`config.mk`:
```
export PLATFORM = sky130hd
export DESIGN_NAME = lbp_code_gen
export DESIGN_NICKNAME = d
export VERILOG_FILES = /design/src/rtl/lbp_code_gen.sv
export SDC_FILE = /design/constraint.sdc
export NUM_CORES = 1
export LEC_CHECK = 0
export ABC_AREA = 0
export BUFFER_PORTS_ARGS = -buffer_cell sky130_fd_sc_hd__buf_2
export CAP_MARGIN = 25
export CORE_ASPECT_RATIO = 1.75
export CORE_MARGIN = 1
export CORE_UTILIZATION = 60
export DETAILED_ROUTE_END_ITERATION = 12
export GPL_ROUTABILITY_DRIVEN = 0
export PLACE_DENSITY = 0.83
export SYNTH_ARGS = -nofsm -noshare
export SYNTH_HDL_FRONTEND = slang
export SYNTH_SLANG_ARGS = --single-unit
```
`constraint.sdc`:
```
create_clock -name clk -period 3.9 [get_ports clk]
set_input_delay 0.39 -clock clk [delete_from_list [all_inputs] [get_ports clk]]
set_output_delay 0.39 -clock clk [all_outputs]
set_load 0.01 [all_outputs]
```
`src/rtl/lbp_code_gen.sv`:
```
// lbp_code_gen: scans a serial window of eight signed samples and emits the
// 4-bit LBP code of the maximum (or minimum) position, or 4'b0001 when all
// eight samples are equal.
module lbp_code_gen #(
    parameter int DATA_W = 8
) (
    input  logic              clk,
    input  logic              rst,
    input  logic              in_valid,
    output logic              in_ready,
    input  logic [DATA_W-1:0] in_data,
    input  logic              minmax_on,
    output logic              out_valid,
    input  logic              out_ready,
    output logic [3:0]        out_LBP,
    output logic [DATA_W-1:0] out_value,
    output logic              out_same
);

    localparam logic [1:0] IDLE    = 2'd0;
    localparam logic [1:0] COLLECT = 2'd1;
    localparam logic [1:0] HOLD    = 2'd2;

    logic [1:0]        state;
    logic [DATA_W-1:0] best;
    logic [DATA_W-1:0] first;
    logic [2:0]        idx;
    logic              mode;
    logic              all_eq;
    logic [2:0]        cnt;

    logic              accept;
    logic [DATA_W-1:0] upd_best;
    logic [2:0]        upd_idx;
    logic              upd_eq;

    assign in_ready = (state == IDLE) || (state == COLLECT);
    assign accept   = in_valid && in_ready;

    // Running best/index/equality including the current beat (strict compare keeps earliest tie)
    always_comb begin
        upd_best = best;
        upd_idx  = idx;
        upd_eq   = all_eq;
        if (mode ? ($signed(in_data) > $signed(best))
                 : ($signed(in_data) < $signed(best))) begin
            upd_best = in_data;
            upd_idx  = cnt;
        end
        if (in_data != first) begin
            upd_eq = 1'b0;
        end
    end

    // Window collection, result registration and output handshake
    always_ff @(posedge clk or posedge rst) begin
        if (rst) begin
            state     <= IDLE;
            best      <= '0;
            first     <= '0;
            idx       <= '0;
            mode      <= 1'b0;
            all_eq    <= 1'b0;
            cnt       <= '0;
            out_valid <= 1'b0;
            out_LBP   <= '0;
            out_value <= '0;
            out_same  <= 1'b0;
        end else begin
            case (state)
                IDLE: begin
                    if (accept) begin
                        best   <= in_data;
                        first  <= in_data;
                        idx    <= '0;
                        mode   <= minmax_on;
                        all_eq <= 1'b1;
                        cnt    <= 3'd1;
                        state  <= COLLECT;
                    end
                end
                COLLECT: begin
                    if (accept) begin
                        best   <= upd_best;
                        idx    <= upd_idx;
                        all_eq <= upd_eq;
                        // 3-bit count wraps to 0 as the last beat moves us to HOLD
                        cnt    <= cnt + 3'd1;
                        if (cnt == 3'd7) begin
                            out_valid <= 1'b1;
                            out_same  <= upd_eq;
                            out_LBP   <= upd_eq ? 4'b0001 : {upd_idx, 1'b0};
                            out_value <= upd_eq ? first : upd_best;
                            state     <= HOLD;
                        end
                    end
                end
                HOLD: begin
                    if (out_ready) begin
                        out_valid <= 1'b0;
                        state     <= IDLE;
                    end
                end
                default: begin
                    state <= IDLE;
                end
            endcase
        end
    end

endmodule

```
==> impl_metrics.json <==
{
  "synth_area_leaders": "dfrtp_1, mux2_2, ha_1",
  "synth-edff-count": 0,
  "drc_errors": 0,
  "grt_max_degree": 26,
  "worst-r2r-cell-count": 9,
  "drtPass1Iterations": 4,
  "fin_area_um2": 2280,
  "number_of_maximum_capacitance_constraint_violations": 0,
  "regArea_um2": 976,
  "finalMaxSlewViolations": 0,
  "number_of_gates_given_a_new_drive_strength_after_cts": 0,
  "synth.cell_area_um2": 2020,
  "hpwl_mm": 3.06,
  "synthDistinctLibCells": 35,
  "critical_path.max_fanout": 16,
  "antenna_cells": 0,
  "peakVddDrop_uv": 767,
  "antenna_found_initial": 0,
  "number_of_global_route_vias_before_repair": 1452,
  "worst_slew_margin_rel_pct": 39.0,
  "wirelength_mm": 4.13,
  "detail_route.vias_per_cell": 5.78,
  "cellLeakagePower_nw": 1.12,
  "post-route-period-util_pct": 73.8,
  "clock_skew_ns": 0.00547,
  "cts.sinks": 39,
  "cts_htree_levels": 2,
  "non_filler_instance_count_after_layout": 251,
  "grt_setup_unrepaired": "false",
  "clock_insertion_delay_worst_skew_ns": 0.29,
  "global_route.overflow_total": 0,
  "floorplan.core_area_um2": 3180,
  "setup.worst_path.start_class": "register",
  "cts_root_buffer": "clkbuf_8",
  "ctsHoldBuffers": 0,
  "async_flop_share_pct": 100,
  "type_of_the_setup_path_with_the_least_slack": "register to register",
  "wl_per_instance_um": 16.5,
  "grt_first_pass_wirelength_mm": 6.59,
  "area.growth.synth_to_final_pct": 12.8,
  "placement.cell_area_um2": 2180,
  "crit_required_ns": 4.07,
  "fin_tns_setup_ns": 0,
  "die_area_um2": 3610,
  "post_cts.repair.setup_buffers": 0,
  "num-fill-cells": 271,
  "synth_largest_area_cell": "dfrtp_1",
  "postSynthNetCount": 202,
  "regToRegStartpoint": "best[7]$_DFFE_PP0P_",
  "top_level_ports": 28,
  "synthesis.instances": 179,
  "startpoint": "best[7]$_DFFE_PP0P_",
  "finish.net_count": 230,
  "finalSetupViolations": 0,
  "multi_input_area_um2": 943,
  "worstSetupEndpointType": "register",
  "synth-seq-cells": 39,
  "synth.avg_cell_area_um2": 11.3,
  "clock_tree.buffer_depth": 2,
  "num_vias": 1450,
  "synth_top_flop_cell": "dfrtp_1",
  "synth_top_area_share_pct": 48.4,
  "synth.yosys.warnings": 0,
  "worstHoldPathType": "input pin to async pin",
  "cts_tree": "yes",
  "initial_utilization_pct": 63.5,
  "status": "finished, final reports clean",
  "timing.final.crit_period_ns": 2.88,
  "cp_data_arrival_time_ns": 3.05,
  "yosysSeqAreaShare_pct": 48.4,
  "global_route.usage.total_pct": 25.9,
  "floorplan.rows": 27,
  "timing.fmax_mhz": 348,
  "chipWidth_um": 45.8,
  "dieHeight_um": 78.7,
  "finalHoldViolations": 0,
  "worst_slew_pin_slew_ns": 0.914,
  "clkSlewWorstSetupHoldPaths_ns": 0.07,
  "antenna_nets_post_route": 0,
  "first_iter_violations": 51,
  "numCtsBuffers": 5,
  "io_buffer_count": 27,
  "drive_above_1_share_pct": 26.9,
  "power_density_nw_per_um2": 842,
  "dpl.cell_count": 243
}
-- cell type report --
type | instances | share of cell area [%]
Clock buffer | 8 | 4.40
Multi-Input combinational cell | 117 | 41.5
Sequential cell | 39 | 42.9
Inverter | 16 | 2.64
Timing Repair Buffer | 28 | 6.27
Tap cell | 43 | 2.36
-- per-stage QoR --
step / setup slack [ns] / util [%] / hold WS (ns) / total power [mW]
after global routing: 0.883 / 71.7 / 0.306 / 2.05
after floorplan: 1.40 / - / 0.445 / 1.42
final: 1.02 / 71.7 / 0.291 / 1.92
after global placement: 1.02 / 68.5 / 0.466 / 1.58
after detailed placement: 0.870 / 68.5 / 0.474 / 1.63
after CTS: 1.00 / 71.7 / 0.305 / 1.94
-- cells in the mapped netlist, types with 2 or more instances --
| master | instances |
|---|---|
| o21ai_1 | 6 |
| nor2_1 | 2 |
| clkbuf_1 | 5 |
| nand3_1 | 7 |
| o211ai_1 | 2 |
| inv_1 | 16 |
| a21o_1 | 2 |
| nand4_1 | 3 |
| dfrtp_1 | 39 |
| a22oi_1 | 8 |
| nor2b_1 | 2 |
| xor2_1 | 8 |
| o21ai_0 | 8 |
| mux2_2 | 17 |
| nand2_1 | 11 |
| mux2i_1 | 12 |
| ha_1 | 10 |
| o22ai_1 | 2 |
| a21oi_1 | 3 |
-- registers in the layout (all words and copies together), names as in the netlist --
name	cells
all_eq	1
out_valid	1
first	8
out_LBP	4
best	8
mode	1
idx	3
state	2
cnt	3
out_value	8
-- worst max-delay path, cell delays in order (launching register included) --
cell and delay [ns]:
dfrtp_1 0.36, inv_1 0.05, ha_1 0.37, nand4_1 0.19, a211o_1 0.29, o2111ai_1 0.12, mux2i_1 0.31, mux2i_4 0.27
a21oi_4 0.41, mux2_2 0.39
-- worst paths after layout --
| check | slack [ns] | to |
|---|---|---|
| worst max-delay path | 1.02 | best[5]$_DFFE_PP0P_ |
| worst min-delay path | 0.29 | first[5]$_DFFE_PP0P_ |
| worst max register to register | 1.02 | best[5]$_DFFE_PP0P_ |
| worst min register to register | 0.48 | out_LBP[3]$_DFFE_PP0P_ |
| max in group asynchronous | 2.87 | out_value[1]$_DFFE_PP0P_ |
| min in group clk | 0.31 | state[1]$_DFFE_PP0P_ |
-- where the power goes --
part / switching [mW] / internal [mW] / leakage, nW / total, mW
Combinational: 0.444 / 0.436 / 0.593 / 0.880
Clock: 0.137 / 0.161 / 0.0515 / 0.298
Sequential: 0.151 / 0.588 / 0.477 / 0.739
Total: 0.732 / 1.19 / 1.12 / 1.92
-- layout by cell type, fill, tap and decap left out, types with 2 or more instances in the layout --
master,instances
a21o_1,2
a21oi_1,3
a22oi_1,8
buf_2,27
clkbuf_8,7
dfrtp_1,39
ha_1,10
inv_1,16
mux2_2,17
mux2i_1,12
nand2_1,11
nand3_1,7
nand4_1,3
nor2_1,2
nor2b_1,2
o211ai_1,2
o21ai_0,8
o21ai_1,6
o22ai_1,2
xor2_1,8
-- cell families (layout without fill, tap and decap cells) --
kind of cell,Yosys count,in the layout,share of synthesized area (%)
buffers and inverters,23,52,4.84
flip-flops,39,39,48.4
XOR/XNOR,9,9,3.91
AND/OR/NAND/NOR,31,31,8.00
adder cells (fa/ha/maj),10,10,6.20
AO/OA/AOI/OAI,37,37,12.1
multiplexers,30,30,16.6
-- routing by layer --
metal / up-vias / global-route usage [%] / routed length, um
met5: - / 0 / 0
met4: 0 / 13.2 / 143
met3: 11 / 6.36 / 158
met2: 35 / 44.4 / 2240
met1: 711 / 28.0 / 1590
li1: 693 / - / -
Note: power is estimated with default switching activity, not from simulation.
